<file path="config.mk">
export PLATFORM = sky130hd
export DESIGN_NAME = actuator_guard_flat
export DESIGN_NICKNAME = d
export VERILOG_FILES = /design/src/rtl/farm_pkg.sv /design/src/rtl/actuator_guard_if.sv /design/src/rtl/actuator_channel.sv /design/src/rtl/actuator_guard.sv /design/src/flat_wrapper.sv
export SDC_FILE = /design/constraint.sdc
export NUM_CORES = 1
export LEC_CHECK = 0
export BUFFER_PORTS_ARGS = -buffer_cell sky130_fd_sc_hd__clkbuf_2
export CAP_MARGIN = 15
export CORE_MARGIN = 5
export CORE_UTILIZATION = 30
export CTS_CLUSTER_DIAMETER = 150
export DETAILED_ROUTE_END_ITERATION = 10
export HOLD_SLACK_MARGIN = 0.06
export MAX_ROUTING_LAYER = met4
export PLACE_DENSITY = 0.46
export SYNTH_ARGS = -nofsm -noshare
export SYNTH_HDL_FRONTEND = slang
export SYNTH_SLANG_ARGS = --single-unit
export TNS_END_PERCENT = 20
</file>
<file path="constraint.sdc">
create_clock -name clk -period 2.1 [get_ports clk]
set_input_delay 0.21 -clock clk [delete_from_list [all_inputs] [get_ports clk]]
set_output_delay 0.21 -clock clk [all_outputs]
set_load 0.05 [all_outputs]
</file>
<file path="src/rtl/farm_pkg.sv">
// Shared farm actuator definitions: channel indices,
// per-channel FSM state encoding and default tick limits.
package farm_pkg;

  localparam int NCH    = 4;
  localparam int PUMP   = 0;
  localparam int HEATER = 1;
  localparam int COOLER = 2;
  localparam int LIGHT  = 3;

  localparam int DEF_MIN_ON_TICKS   = 4;
  localparam int DEF_MIN_OFF_TICKS  = 8;
  localparam int DEF_PUMP_MAX_TICKS = 30;
  localparam int DEF_CNT_W          = 6;

  typedef enum logic [1:0] {
    CH_OFF,
    CH_ON_MIN,
    CH_ON_HOLD,
    CH_OFF_MIN
  } ch_state_e;

endpackage

</file>
<file path="src/rtl/actuator_guard_if.sv">
// Guard bus: timebase, requests, override and fault clear
// in; guarded drives, lockout, pump fault and conflict out.
interface actuator_guard_if;
  import farm_pkg::*;

  logic           tick_en;
  logic [NCH-1:0] req;
  logic           override;
  logic           clear_fault;
  logic [NCH-1:0] act;
  logic [NCH-1:0] lockout;
  logic           pump_fault;
  logic           conflict;

  modport master (
    output tick_en, req, override, clear_fault,
    input  act, lockout, pump_fault, conflict
  );

  modport slave (
    input  tick_en, req, override, clear_fault,
    output act, lockout, pump_fault, conflict
  );

endinterface

</file>
<file path="src/rtl/actuator_channel.sv">
// One actuator: OFF/ON_MIN/ON_HOLD/OFF_MIN FSM + tick counter.
// Ports: clk, rst_n, tick_en, start, req, force_off -> act, lockout.
module actuator_channel
  import farm_pkg::*;
#(
  parameter int MIN_ON_TICKS  = DEF_MIN_ON_TICKS,
  parameter int MIN_OFF_TICKS = DEF_MIN_OFF_TICKS,
  parameter int CNT_W         = DEF_CNT_W
) (
  input  logic clk,
  input  logic rst_n,
  input  logic tick_en,
  input  logic start,
  input  logic req,
  input  logic force_off,
  output logic act,
  output logic lockout
);

  localparam logic [CNT_W-1:0] ON_LAST =
    CNT_W'(MIN_ON_TICKS - 1);
  localparam logic [CNT_W-1:0] OFF_LAST =
    CNT_W'(MIN_OFF_TICKS - 1);

  ch_state_e        state_q, state_d;
  logic [CNT_W-1:0] cnt_q, cnt_d;
  logic             act_q, act_d;
  logic             lock_q, lock_d;

  always_comb begin
    state_d = state_q;
    cnt_d   = cnt_q;
    if (tick_en && cnt_q != '1)
      cnt_d = cnt_q + 1'b1;
    unique case (state_q)
      CH_OFF:
        if (start) state_d = CH_ON_MIN;
      CH_ON_MIN:
        if (force_off)
          state_d = CH_OFF_MIN;
        else if (tick_en && cnt_q == ON_LAST)
          state_d = req ? CH_ON_HOLD : CH_OFF_MIN;
      CH_ON_HOLD:
        if (force_off || !req)
          state_d = CH_OFF_MIN;
      CH_OFF_MIN:
        if (tick_en && cnt_q == OFF_LAST)
          state_d = CH_OFF;
      default:
        state_d = CH_OFF;
    endcase
    // Tick on the entry edge itself is not counted.
    if (state_d != state_q)
      cnt_d = '0;
    act_d  = (state_d == CH_ON_MIN) ||
             (state_d == CH_ON_HOLD);
    lock_d = (state_d == CH_OFF_MIN);
  end

  always_ff @(posedge clk or negedge rst_n) begin
    if (!rst_n) begin
      state_q <= CH_OFF;
      cnt_q   <= '0;
      act_q   <= 1'b0;
      lock_q  <= 1'b0;
    end else begin
      state_q <= state_d;
      cnt_q   <= cnt_d;
      act_q   <= act_d;
      lock_q  <= lock_d;
    end
  end

  assign act     = act_q;
  assign lockout = lock_q;

endmodule

</file>
<file path="src/rtl/actuator_guard.sv">
// Guards four actuators: min on/off, heater/cooler exclusion,
// pump max runtime fault, override. Ports: clk, rst_n, bus.
module actuator_guard
  import farm_pkg::*;
#(
  parameter int MIN_ON_TICKS   = DEF_MIN_ON_TICKS,
  parameter int MIN_OFF_TICKS  = DEF_MIN_OFF_TICKS,
  parameter int PUMP_MAX_TICKS = DEF_PUMP_MAX_TICKS,
  parameter int CNT_W          = DEF_CNT_W
) (
  input logic             clk,
  input logic             rst_n,
  actuator_guard_if.slave bus
);

  localparam logic [CNT_W-1:0] RUN_LAST =
    CNT_W'(PUMP_MAX_TICKS - 1);

  logic [NCH-1:0]   ch_act, ch_lock;
  logic [NCH-1:0]   start, force_off;
  logic [CNT_W-1:0] run_q, run_d;
  logic             pump_max;
  logic             fault_q, fault_d;
  logic             conf_q, conf_d;
  logic             ovr;

  assign ovr = bus.override;

  always_comb begin
    run_d    = run_q;
    pump_max = 1'b0;
    if (!ch_act[PUMP])
      run_d = '0;
    else if (bus.tick_en) begin
      if (run_q == RUN_LAST)
        pump_max = 1'b1;
      if (run_q != '1)
        run_d = run_q + 1'b1;
    end
  end

  // Setting the fault beats a clear on the same edge.
  always_comb begin
    fault_d = fault_q;
    if (pump_max)
      fault_d = 1'b1;
    else if (bus.clear_fault)
      fault_d = 1'b0;
    conf_d = bus.req[HEATER] & bus.req[COOLER];
  end

  always_comb begin
    start = '0;
    start[PUMP] = bus.req[PUMP] & ~fault_q & ~ovr;
    start[HEATER] = bus.req[HEATER] &
                    ~bus.req[COOLER] &
                    ~ch_act[COOLER] & ~ovr;
    start[COOLER] = bus.req[COOLER] &
                    ~bus.req[HEATER] &
                    ~ch_act[HEATER] & ~ovr;
    start[LIGHT] = bus.req[LIGHT] & ~ovr;
    force_off = {NCH{ovr}};
    force_off[PUMP] = ovr | pump_max;
  end

  always_ff @(posedge clk or negedge rst_n) begin
    if (!rst_n) begin
      run_q   <= '0;
      fault_q <= 1'b0;
      conf_q  <= 1'b0;
    end else begin
      run_q   <= run_d;
      fault_q <= fault_d;
      conf_q  <= conf_d;
    end
  end

  for (genvar i = 0; i < NCH; i++) begin : g_ch
    actuator_channel #(
      .MIN_ON_TICKS (MIN_ON_TICKS),
      .MIN_OFF_TICKS(MIN_OFF_TICKS),
      .CNT_W        (CNT_W)
    ) u_ch (
      .clk      (clk),
      .rst_n    (rst_n),
      .tick_en  (bus.tick_en),
      .start    (start[i]),
      .req      (bus.req[i]),
      .force_off(force_off[i]),
      .act      (ch_act[i]),
      .lockout  (ch_lock[i])
    );
  end

  assign bus.act        = ch_act;
  assign bus.lockout    = ch_lock;
  assign bus.pump_fault = fault_q;
  assign bus.conflict   = conf_q;

endmodule
</file>
<file path="src/flat_wrapper.sv">
// flat-port wrapper written by rule: the top's interface ports become plain ports
module actuator_guard_flat import farm_pkg::*;
#(
  parameter int MIN_ON_TICKS   = DEF_MIN_ON_TICKS,
  parameter int MIN_OFF_TICKS  = DEF_MIN_OFF_TICKS,
  parameter int PUMP_MAX_TICKS = DEF_PUMP_MAX_TICKS,
  parameter int CNT_W          = DEF_CNT_W
)
  (clk, rst_n, bus_tick_en, bus_req, bus_override, bus_clear_fault, bus_act, bus_lockout, bus_pump_fault, bus_conflict);
  actuator_guard_if bus_i ();
  input logic clk;
  input logic rst_n;
  input wire logic [$bits(bus_i.tick_en)-1:0] bus_tick_en;
  input wire logic [$bits(bus_i.req)-1:0] bus_req;
  input wire logic [$bits(bus_i.override)-1:0] bus_override;
  input wire logic [$bits(bus_i.clear_fault)-1:0] bus_clear_fault;
  output wire logic [$bits(bus_i.act)-1:0] bus_act;
  output wire logic [$bits(bus_i.lockout)-1:0] bus_lockout;
  output wire logic [$bits(bus_i.pump_fault)-1:0] bus_pump_fault;
  output wire logic [$bits(bus_i.conflict)-1:0] bus_conflict;
  assign bus_i.tick_en = bus_tick_en;
  assign bus_i.req = bus_req;
  assign bus_i.override = bus_override;
  assign bus_i.clear_fault = bus_clear_fault;
  assign bus_act = bus_i.act;
  assign bus_lockout = bus_i.lockout;
  assign bus_pump_fault = bus_i.pump_fault;
  assign bus_conflict = bus_i.conflict;
  actuator_guard #(.MIN_ON_TICKS(MIN_ON_TICKS), .MIN_OFF_TICKS(MIN_OFF_TICKS), .PUMP_MAX_TICKS(PUMP_MAX_TICKS), .CNT_W(CNT_W)) u_core (.clk(clk), .rst_n(rst_n), .bus(bus_i));
endmodule
</file>
==> impl_metrics.env <==
export IMPL_status="finished clean"
export IMPL_synth_top_area_share_pct=44.6
export IMPL_fill_cells=881
export IMPL_vias=2084
export IMPL_synth_area_leader_cell="dfrtp_1"
export IMPL_crit_path_end_kind="register"
export IMPL_period_minus_slack_ns=1.99
export IMPL_crit_required_ns=2.29
export IMPL_finalNetCount=317
export IMPL_cts_tree="done"
export IMPL_synth_top_family_by_area="simple AND/OR/NAND/NOR gates"
export IMPL_dp_hpwl_mm=3.99
export IMPL_cts_root_buf="clkbuf_8"
export IMPL_maxCapViolations=0
export IMPL_rsz0062_at_grt="no"
export IMPL_p_leak_nw=1.30
export IMPL_clock_path_buffers=2
export IMPL_drt_total_wl_mm=5.51
export IMPL_synth_area_per_cell_sq_um=9.63
export IMPL_slew_headroom_pct=59.2
export IMPL_cts_made_buffers=5
export IMPL_gp_congestion=0.751
export IMPL_yosys_mux_area_fraction_pct=4.09
export IMPL_tightest_slew_ns=0.612
export IMPL_drtAntennaViolNets=0
export IMPL_synthXorXnorAreaFrac_pct=2.27
export IMPL_layout_commonest_cell="dfrtp_1"
export IMPL_grt_first_pass_wirelength_mm=9.68
export IMPL_initial_core_util_pct=30.9
export IMPL_synth_edf_count=0
export IMPL_ir_drop_v=0.000273
export IMPL_critPathTopFamily="simple AND/OR/NAND/NOR gates"
export IMPL_post_place_ws_ns=0.108
export IMPL_multiInputGateArea_sq_mm=0.00135
export IMPL_critPathArrivalTime_ns=2.18
export IMPL_dr_pass1_iters=4
export IMPL_synthDistinctLibCells=54
export IMPL_globalRouteTotalUtil_pct=10.7
export IMPL_setup_violations_final=0
export IMPL_p_per_area_mw_per_mm2=1130
export IMPL_h_tree_depth=2
export IMPL_fmax_mhz=501
export IMPL_yosys_warnings=0
export IMPL_diodes=0
export IMPL_power_w=0.00343
export IMPL_period_share_pct=95.0
export IMPL_clock_skew_ns=0.00516
export IMPL_drive_gt1_share_pct=15.1
export IMPL_reg2reg_slack_ns=0.11
export IMPL_routedWlPerCell_microns=13.5
export IMPL_pin_count=19
export IMPL_worst_path_max_delay_cell="or4b_4"
export IMPL_placeableCoreArea_sq_mm=0.00872
export IMPL_slowest_delay_ns=0.52
export IMPL_syn_nets=299
export IMPL_syn_inst=280
export IMPL_async_flop_share_pct=100
export IMPL_die_w_microns=105
export IMPL_worstHoldStart="bus_clear_fault"
export IMPL_overflow=0
export IMPL_synth_compound_gate_area_share_pct=15.8
export IMPL_die_area_sq_mm=0.0110
export IMPL_ys_top_cells_by_area="dfrtp_1 45%, ha_1 4.6%, mux2i_1 4.1%"
export IMPL_seq_area_sq_mm=0.00120
export IMPL_slew_viol_final=0
export IMPL_hp_class="input port to register"
export IMPL_grt_max_degree=27
export IMPL_fin_setup_tns_ns=0
export IMPL_seq_area_frac_synth_pct=44.6
export IMPL_syn_area_sq_mm=0.00270
export IMPL_critPathKind="register to register"
export IMPL_cts_setup_buffers=0
export IMPL_die_h_microns=105
export IMPL_final_hold_viol_count=0
export IMPL_synthAdderAreaFrac_pct=4.64
export IMPL_grt_pass1_vias=2021
export IMPL_num_rows=34
export IMPL_clock_latency_ns=0.30
export IMPL_hold_ws_ns=0.0773
export IMPL_area_delta_synth_final_pct=12.4
export IMPL_worst_path_max_fanout=7
export IMPL_drc=0
export IMPL_path_cells="or4b_4, or3_4, o311ai_0, ha_1"
export IMPL_antenna_found_initial=0
export IMPL_synth_seq_cells=48
export IMPL_final_cell_mix="48 x dfrtp_1, 22 x nand2_1, 20 x nor2_1"
export IMPL_path_buf_inv=0
export IMPL_first_iter_violations=82
export IMPL_cp_start_kind="register"
export IMPL_clkTransAtPathRegs_ns=0.09
export IMPL_synth_simple_gate_area_share_pct=23.2
export IMPL_vias_per_cell=5.12
export IMPL_setup_ws_ns=0.105
export IMPL_critPathLaunch="u_core.g_ch[0].u_ch.state_q[0]"
export IMPL_synthFlopType="dfrtp_1"
export IMPL_io_buffer_count=18
export IMPL_clock_sinks=48
export IMPL_r2r_start="u_core.g_ch[0].u_ch.state_q[0]"
## where the power goes
| part | switching (W) | internal [W] |
|---|---|---|
| Sequential | 0.000320 | 0.00118 |
| Clock | 0.000330 | 0.000353 |
| Combinational | 0.000752 | 0.000493 |
## path summary, 6_finish.rpt
| check | end | depth (start not counted) |
|---|---|---|
| min reg2reg | u_core.run_q[5] | 1 |
| max in group asynchronous | u_core.bus.pump_fault | 3 |
| min in group asynchronous | u_core.g_ch[3].u_ch.act | 2 |
| min | u_core.bus.pump_fault | 2 |
| max | u_core.g_ch[0].u_ch.act | 4 |
| max reg2reg | u_core.g_ch[0].u_ch.act | 4 |
## Yosys cell counts (2+ instances only)
| library cell | instances |
|---|---|
| dfrtp_1 | 48 |
| nor2b_1 | 6 |
| xor2_1 | 7 |
| nor4_1 | 2 |
| and2_1 | 3 |
| a31oi_1 | 4 |
| clkbuf_1 | 5 |
| nand4_1 | 8 |
| ha_1 | 10 |
| inv_1 | 13 |
| o21ai_0 | 16 |
| buf_4 | 8 |
| o31ai_1 | 3 |
| mux2i_1 | 11 |
| nor3b_1 | 2 |
| or3_1 | 2 |
| a41oi_1 | 2 |
| buf_2 | 3 |
| nor2_1 | 20 |
| nand2b_1 | 4 |
| a22o_1 | 4 |
| nand2_1 | 22 |
| nand3_1 | 19 |
| nor3_1 | 16 |
| o221ai_1 | 2 |
| a21oi_1 | 9 |
| and4_1 | 3 |
| a211oi_1 | 2 |
## sequential cells by signal, summed over array words and instances, names as in the netlist
register	count
u_core.g_ch.u_ch.act	4
u_core.g_ch.u_ch.state_q	8
u_core.bus.pump_fault	1
u_core.run_q	6
u_core.g_ch.u_ch.lockout	4
u_core.g_ch.u_ch.cnt_q	24
u_core.bus.conflict	1
## logic make-up after synthesis
kind of cell / count (synthesis)
AOI/OAI and AO/OA: 58
xor gates and xnor gates: 7
adders and majority gates: 10
DFF: 48
buffers and inverters: 30
and+or+nand+nor: 116
muxes: 11
## layout make-up
type	instances	share of cell area (%)
Multi-Input combinational cell	202	44.7
Sequential cell	48	39.7
Timing Repair Buffer	28	5.95
Tap cell	108	4.46
Clock buffer	5	2.27
Inverter	13	1.61
Clock inverter	3	1.40
## through the flow
| step | cell area [sq um] | util [%] | std cells |
|---|---|---|---|
| after CTS | 3020 | 34.7 | 407 |
| after detailed placement | 2900 | 33.3 | 398 |
| after global routing | 3030 | 34.7 | 407 |
| after floorplan | 2700 | - | 280 |
| after global placement | 2900 | 33.3 | 398 |
| final | 3030 | 34.7 | 407 |
## worst register-to-register path, cell delays in order (launching register included)
cell and delay, ns:
dfrtp_1 0.49, or4b_4 0.52, or3_4 0.40, o311ai_0 0.15
ha_1 0.33
## routing by layer
layer	share of wire, %	vias up	wire length [microns]	track usage (%)
met4	1.2	0	68	3.01
met5	0	-	0	-
met1	49	1005	2700	14.0
met2	48	18	2630	16.8
met3	2.1	6	118	2.40
li1	-	1055	-	-
## what timing repair did
action | 4_1_cts | 5_1_grt
endpoints found under the setup margin | 0 | 2
resized for setup | 0 | 1
hold buffers | 1 | 0
hold endpoints to repair | 22 | 0
No activity file was read; power rests on OpenSTA's default activity.
